`config.mk`:
```
export PLATFORM = sky130hd
export DESIGN_NAME = snake_dir_ctrl
export DESIGN_NICKNAME = d
export VERILOG_FILES = /design/src/rtl/snake_dir_ctrl.sv
export SDC_FILE = /design/constraint.sdc
export NUM_CORES = 1
export LEC_CHECK = 0
export ABC_CLOCK_PERIOD_IN_PS = 4200
export BUFFER_PORTS_ARGS = -buffer_cell sky130_fd_sc_hd__clkbuf_2
export CELL_PAD_IN_SITES_DETAIL_PLACEMENT = 1
export CELL_PAD_IN_SITES_GLOBAL_PLACEMENT = 1
export CORE_MARGIN = 5
export CORE_UTILIZATION = 38
export CTS_BUF_LIST = sky130_fd_sc_hd__clkbuf_4 sky130_fd_sc_hd__clkbuf_8 sky130_fd_sc_hd__clkbuf_16
export CTS_CLUSTER_DIAMETER = 50
export DETAILED_ROUTE_END_ITERATION = 10
export GPL_TIMING_DRIVEN = 0
export HOLD_SLACK_MARGIN = 0.06
export PLACE_DENSITY = 0.82
export SYNTH_ARGS = -nofsm -noshare
export SYNTH_HDL_FRONTEND = slang
export SYNTH_SLANG_ARGS = --single-unit
```
`constraint.sdc`:
```
create_clock -name clk -period 4.2 [get_ports clk]
set_input_delay 0.42 -clock clk [delete_from_list [all_inputs] [get_ports clk]]
set_output_delay 0.42 -clock clk [all_outputs]
set_load 0.01 [all_outputs]
```
`src/rtl/snake_dir_ctrl.sv`:
```
// PS/2 keycode to snake-direction controller: decodes arrow/WASD/Space/R, queues turns, releases one per tick.
// All outputs registered; a tick at cycle N yields step/dir at N+1; a turn that arrives while the queue is full is counted in drop_cnt and discarded.
module snake_dir_ctrl #(
  parameter int         QDEPTH      = 2,
  parameter logic [1:0] INIT_DIR    = 2'b01,
  parameter bit         ENABLE_WASD = 1'b1
) (
  input  logic        clk,
  input  logic        rst,
  input  logic        key_valid,
  input  logic [15:0] keycode,
  input  logic        tick,
  output logic [1:0]  dir,
  output logic        step,
  output logic        paused,
  output logic        restart,
  output logic [2:0]  q_count,
  output logic [7:0]  drop_cnt
);

  localparam int            PW   = (QDEPTH > 1) ? $clog2(QDEPTH) : 1;
  localparam logic [PW-1:0] LAST = PW'(QDEPTH - 1);
  localparam logic [2:0]    FULL = 3'(QDEPTH);

  logic [7:0]    prev_byte;
  logic [7:0]    new_byte;
  logic          prev_plain;
  logic          turn_vld;
  logic [1:0]    turn_dir;
  logic          space_make;
  logic          r_make;

  logic [1:0]    mem [QDEPTH];
  logic [PW-1:0] wr_ptr;
  logic [PW-1:0] rd_ptr;
  logic [PW-1:0] tail_idx;
  logic [1:0]    ref_dir;
  logic          accept;
  logic          run_tick;
  logic          pop;
  logic          push;
  logic          drop;
  logic          flush;
  logic          full;

  function automatic logic [PW-1:0] next_ptr(input logic [PW-1:0] p);
    return (p == LAST) ? '0 : p + 1'b1;
  endfunction

  assign prev_byte  = keycode[15:8];
  assign new_byte   = keycode[7:0];
  assign prev_plain = (prev_byte != 8'hE0) && (prev_byte != 8'hF0);

  // Prefix bytes (E0/F0) in the newest slot never match any case item below.
  always_comb begin
    turn_vld   = 1'b0;
    turn_dir   = 2'b00;
    space_make = 1'b0;
    r_make     = 1'b0;
    if (key_valid) begin
      if (prev_byte == 8'hE0) begin
        case (new_byte)
          8'h75:   begin turn_vld = 1'b1; turn_dir = 2'b00; end
          8'h74:   begin turn_vld = 1'b1; turn_dir = 2'b01; end
          8'h72:   begin turn_vld = 1'b1; turn_dir = 2'b10; end
          8'h6B:   begin turn_vld = 1'b1; turn_dir = 2'b11; end
          default: ;
        endcase
      end else if (prev_plain) begin
        case (new_byte)
          8'h1D:   begin turn_vld = ENABLE_WASD; turn_dir = 2'b00; end
          8'h23:   begin turn_vld = ENABLE_WASD; turn_dir = 2'b01; end
          8'h1B:   begin turn_vld = ENABLE_WASD; turn_dir = 2'b10; end
          8'h1C:   begin turn_vld = ENABLE_WASD; turn_dir = 2'b11; end
          8'h29:   space_make = 1'b1;
          8'h2D:   r_make     = 1'b1;
          default: ;
        endcase
      end
    end
  end

  // New turns are judged against the last queued turn, so a burst cannot sneak in a reversal.
  assign tail_idx = (wr_ptr == '0) ? LAST : wr_ptr - 1'b1;
  assign ref_dir  = (q_count != 3'd0) ? mem[tail_idx] : dir;
  assign accept   = turn_vld && !paused &&
                    (turn_dir != ref_dir) && (turn_dir != (ref_dir ^ 2'b10));
  assign run_tick = tick && !paused && !r_make;
  assign pop      = run_tick && (q_count != 3'd0);
  assign full     = (q_count == FULL);
  assign push     = accept && (!full || pop);
  assign drop     = accept && full && !pop;
  assign flush    = space_make || r_make;

  always_ff @(posedge clk) begin
    if (push && !flush) begin
      mem[wr_ptr] <= turn_dir;
    end
  end

  always_ff @(posedge clk) begin
    if (rst) begin
      dir      <= INIT_DIR;
      step     <= 1'b0;
      paused   <= 1'b0;
      restart  <= 1'b0;
      q_count  <= 3'd0;
      drop_cnt <= 8'd0;
      wr_ptr   <= '0;
      rd_ptr   <= '0;
    end else begin
      step    <= run_tick;
      restart <= r_make;

      if (r_make) begin
        paused <= 1'b0;
      end else if (space_make) begin
        paused <= ~paused;
      end

      if (r_make) begin
        dir <= INIT_DIR;
      end else if (pop) begin
        dir <= mem[rd_ptr];
      end

      if (drop && (drop_cnt != 8'hFF)) begin
        drop_cnt <= drop_cnt + 8'd1;
      end

      // A pop alongside Space still takes effect on dir; the flush then empties the rest.
      if (flush) begin
        wr_ptr  <= '0;
        rd_ptr  <= '0;
        q_count <= 3'd0;
      end else begin
        if (push) begin
          wr_ptr <= next_ptr(wr_ptr);
        end
        if (pop) begin
          rd_ptr <= next_ptr(rd_ptr);
        end
        case ({push, pop})
          2'b10:   q_count <= q_count + 3'd1;
          2'b01:   q_count <= q_count - 3'd1;
          default: ;
        endcase
      end
    end
  end

endmodule

```
Word-level counts from Yosys, hierarchy flattened
Memory sizes are Yosys's and may differ from the RTL's. A register that Yosys moved wholly into a read port is not among the register bits.
Cells that the tools add are included.
{"block": "totals", "register_bits": 16, "ram_bits": 4, "inputBits": 20, "output_inout_bits": 16, "n_memories": 1}
{"block": "classes", "addsub": 6, "eq_ne": 19, "mux": 25, "n_bitwise": 2, "reduce_logical": 25}
{"memory": "mem", "words": 2, "word_bits": 2, "read_ports": 2, "rd_ports_with_merged_regs": 1, "wr": 1, "line": "33", "source": "logic [1:0] mem [QDEPTH];"}
{"operator": "equality test 8 x 7 -> 1 bit (second input constant)", "n": 4}
{"operator": "equality test 8 x 5 -> 1 bit (second input constant)", "n": 3}
{"operator": "equality test 8 x 6 -> 1 bit (second input constant)", "n": 3}
{"operator": "!= test 8 bit (second input constant)", "n": 3}
{"operator": "two-way mux 1 bit", "n": 18}
{"operator": "logical AND 1 bit", "n": 12}
{"operator": "case mux 2 bit (3 select lines)", "n": 2}
{"operator": "adder 8 x 1 -> 8 bit (second input constant)", "n": 1}
{"operator": "equality test 8 bit (second input constant)", "n": 1}
{"operator": "two-way mux 2 bit", "n": 4}
{"operator": "OR reduction 4 bit", "n": 2}
{"operator": "case mux 3 bit (2 select lines)", "n": 1}
{"operator": "logical NOT 1 bit", "n": 5}
{"operator": "!= test 2 bit", "n": 2}
{"operator": "OR reduction 2 bit", "n": 2}
{"operator": "adder 3 x 1 -> 3 bit (second input constant)", "n": 1}
{"operator": "equality test 3 x 2 -> 1 bit (second input constant)", "n": 1}
{"operator": "nonzero test 3 bit", "n": 1}
{"operator": "subtractor 3 x 1 -> 3 bit (second input constant)", "n": 1}
{"operator": "adder 1 bit (second input constant)", "n": 2}
{"operator": "equality test 2 x 1 -> 1 bit (second input constant)", "n": 1}
{"operator": "equality test 2 bit (second input constant)", "n": 1}
{"operator": "logical OR 1 bit", "n": 2}
{"operator": "NOT 1 bit", "n": 2}
{"operator": "other kinds (2)", "n": 2}

Depth between registers and ports, before layout
{"block": "depth", "depth_word": 13, "ltp_mapped": 12, "mapped_depth_nobuf": 10}

Worst setup path after synthesis
OpenSTA, ideal clock, no wires.
{"block": "synth_timing", "path_kind": "in2reg", "startpoint": "input keycode[4]", "endpoint": "register q_count[2]", "setup_ps": 121, "arrival_ps": 2902, "slack_ps": 1177, "stages": 11, "n_path_buf": 1, "path_cell_list": "or4b_1 > or3_4 > o2111ai_2 > nand4b_2 > nor3_2 > buf_2 > nor2_1 > fa_1 > nor3_1 > o21a_1 > nor3_2"}
{"block": "synth_between", "elab_chain_len": 12, "word_cells_on_any_way": 46, "classes_between": "eq/ne: 14; mux: 19; reduce/logical: 13"}
{"element": "from (decl)", "line": "11", "source": "input logic [15:0] keycode,"}
{"element": "equality test 8 x 5 -> 1 bit or equality test 8 x 6 -> 1 bit (tied branches)", "line": "70", "source": "case (new_byte)"}
{"element": "OR reduction 4 bit (no line) or two-way mux 1 bit (tied branches)"}
{"element": "two-way mux 1 bit, on equally long branches", "line": "70, 69"}
{"element": "two-way mux 1 bit, on equally long branches", "line": "69, 61"}
{"element": "two-way mux 1 bit, on equally long branches", "line": "61, 60"}
{"element": "two-way mux 1 bit or logical NOT 1 bit (tied branches)", "line": "60, 88"}
{"element": "logical AND 1 bit, on equally long branches", "line": "86, 88"}
{"element": "logical AND 1 bit, on equally long branches", "line": "86, 89"}
{"element": "logical AND 1 bit or logical OR 1 bit (tied branches)", "line": "87, 91"}
{"element": "logical AND 1 bit", "line": "91", "source": "assign push = accept && (!full || pop);"}
{"element": "equality test 2 x 1 -> 1 bit or equality test 2 bit (tied branches)", "line": "143", "source": "case ({push, pop})"}
{"element": "case mux 3 bit (2 select lines) or nonzero test 2 bit (tied branches)"}
{"element": "to (signal assigned)", "line": "144", "source": "2'b10: q_count <= q_count + 3'd1;"}
{"element": "to (signal assigned)", "line": "145", "source": "2'b01: q_count <= q_count - 3'd1;"}
{"element": "to (decl)", "line": "17", "source": "output logic [2:0] q_count,"}
Parallel ways exist; a longest one is shown, timed or not.
A chain may end at the register's enable or synchronous reset.

Final worst setup path
Ends and elaborated chain as after synthesis.

==> out/metrics.cfg <==
[worst_hold_path]
min_path_cells = 3
min_path_type = in2reg

[critical_path]
crit_start = keycode[4]
crit_fanout = 10
path_cells = clkbuf_2 -> or4b_1 -> or3_4 -> o2111ai_2 -> nand4b_2 -> nor3_2 -> buf_2 -> nor2_1 -> fa_1 -> nor3_1 -> o21a_1 -> nor3_2
cp-start-kind = input port
worstSetupPathType = in2reg
crit_path_frequent_cell = nor3_2
end_kind = flop
worst-r2r-cell-count = 11
slowest_stage = or4b_1
rrSetupSlack_ns = 1.39
reg2reg_to = q_count[2]$_SDFFE_PP0P_
cp.arrival_ns = 3.29
cp.required_ns = 4.40
reg2reg_from = q_count[0]$_SDFFE_PP0P_
critical_path.max_stage_delay_ns = 0.54
crit_end = q_count[2]$_SDFFE_PP0P_

[clock_tree]
post_cts_resized = 0
cts_tree = yes
clockBufferDepth = 2
cts-root-buf = clkbuf_4
clk_pin_slew_worst_paths_ns = 0.12
clock_latency_ns = 0.30
numCtsBuffers = 3
clkSinkCount = 22
post-cts-setup-buffers = 0
htree_levels = 1
cts.hold.buffers_added = 0

[sta]
rsz0062_at_grt = false
worst_pin_slew_ns = 0.6189
max_freq_ghz = 0.3231
fin_crit_sh_pct = 73.70
tns_ns = 0
timing_hold_violations_final = 0
hold_slack_ns = 0.4328
skew_ns = 0.007924
fin_crit_ns = 3.095
relSlewSlack_pct = 58.36
setup_violations = 0
slew_viol_final = 0

[logic_synthesis]
synth-seq-area-share_pct = 36.71
syn_area_mm2 = 0.001309
ys_dominant_reg_cell = dfxtp_1
syn_area_per_cell_um2 = 9.217
synthCells = 142
ys_ff_latch = 22
postSynth.asyncResetShare_pct = 0
syn_nets = 164
synth_edf_count = 4
yosysUniqueCellTypes = 52
ys.warnings.count = 0

[final_layout]
nNetsFinal = 204
drive_gt1_share_pct = 31.49
final_cells = 227
syn_to_final_growth_pct = 20.55
fin_area_mm2 = 0.001578
layout_common_cells = clkbuf_2 (35), nor2_1 (20), dfxtp_1 (18)
mostFrequentLayoutCell = clkbuf_2
diodes = 0

[drt]
drt-total-wl_mm = 3.283
drtPass1Iterations = 4
first_iter_violations = 39
via_per_inst = 5.396
drc = 0
drtAntennaViolNets = 0
vias = 1225
wire_per_inst_um = 14.46

[floorplan]
fp.dieW_um = 68.69
start_util_pct = 39.22
pin_count = 36
die_h_um = 68.69
rows = 21
die_area_mm2 = 0.004718
core_area_mm2 = 0.003337

[place]
place.gp.congestion = 0.8457
dpl.cell_count = 223
dp_hpwl_mm = 2.669
postPlaceCellArea_mm2 = 0.001541
port_buffers = 35

[global_route]
grt_pass1_vias = 1255
grt_max_degree = 13
grt_overflow_total = 0
grt_pass1_wl_mm = 5.595
antenna_found_initial = 0
grtUsageTotal_pct = 15.37

[pwr]
ir_drop_mv = 0.1500
total_power_w = 0.0006273
p_per_area_mw_per_mm2 = 397.6
p_leak_nw = 0.6470

[run_status]
outcome = completed

[job]
maxCapViolCount = 0

worst max-delay path: cells and delay by family:
family	cells	cell delay [ns]
adders and majority gates	1	0.38
buffers and inverters	2	0.39
AOI/OAI and AO/OA	2	0.28
and+or+nand+nor	7	1.82
kinds of logic (layout without fill, tap and decap cells):
kind of cell               after synthesis  after routing  share of synthesized area [%]
DFF                                     22             22                          36.71
xor gates and xnor gates                10             10                          6.693
adders and majority gates                2              2                          2.486
buffers and inverters                    7             46                          2.199
and+or+nand+nor                         80             80                          38.24
AOI/OAI and AO/OA                       16             16                          8.892
muxes                                    5              5                          4.780
worst min path at each step:
stage	start	to	slack [ns]
after floorplan	paused$_SDFFE_PP0P_	paused$_SDFFE_PP0P_	0.50
after global placement	drop_cnt[1]$_SDFFE_PP0P_	drop_cnt[1]$_SDFFE_PP0P_	0.47
after detailed placement	drop_cnt[1]$_SDFFE_PP0P_	drop_cnt[1]$_SDFFE_PP0P_	0.49
after CTS	keycode[2]	paused$_SDFFE_PP0P_	0.42
after global routing	keycode[2]	paused$_SDFFE_PP0P_	0.43
final	keycode[2]	paused$_SDFFE_PP0P_	0.43
where the power goes:
| part | switching, W | internal [W] |
|---|---|---|
| Clock | 0.0000610 | 0.0000529 |
| Combinational | 0.000125 | 0.000120 |
| Sequential | 0.0000286 | 0.000239 |
final cells by class:
class	count	area [µm²]
repair buffers	35	175.2
flip-flops and latches	22	480.5
well taps	46	57.56
multi-input cells	113	799.5
fillers	423	1759
plain buffers	5	21.27
inverters	2	7.507
clock buffers	4	36.28
per-stage QoR:
| step | setup WS [ns] | utilization [%] |
|---|---|---|
| 2_1_floorplan | 1.177 | - |
| 3_3_place_gp | 0.8910 | 46.19 |
| 3_5_place_dp | 0.8089 | 46.19 |
| 4_1_cts | 1.115 | 47.28 |
| 5_1_grt | 0.9057 | 47.28 |
| 6_report | 1.105 | 47.28 |
state kept, by name (all words and copies together) (netlist names):
name	count
dir	2
step	1
wr_ptr	1
restart	1
rd_ptr	1
q_count	3
drop_cnt	8
mem	4
paused	1
cells in the mapped netlist, drive strengths merged (2+ instances only):
cell type	count	area [µm²]
or2	2	12.51
nand4	2	12.51
nor2b	2	12.51
nand3b	2	15.01
buf	2	10.01
or4	4	35.03
and3	7	48.80
mux2i	5	62.56
or2b	2	17.52
a21oi	6	30.03
or3	4	31.28
inv	2	7.510
clkbuf	3	11.26
nand4b	2	23.77
nand3	7	35.03
xor2	8	70.07
edfxtp	4	120.1
nor3	7	45.04
dfxtp	18	360.4
nor4	4	25.02
xnor2	2	17.52
nand2b	3	18.77
nand2	4	15.01
nor2	20	75.07
per-layer routing:
| layer | global-route usage, % | part of all wire (%) |
|---|---|---|
| met1 | 20.02 | 45 |
| met2 | 26.58 | 50 |
| met3 | 1.459 | 4.0 |
| met4 | 4.715 | 0.79 |
| met5 | 0 | 0 |
Note: power is estimated with default switching activity, not from simulation.
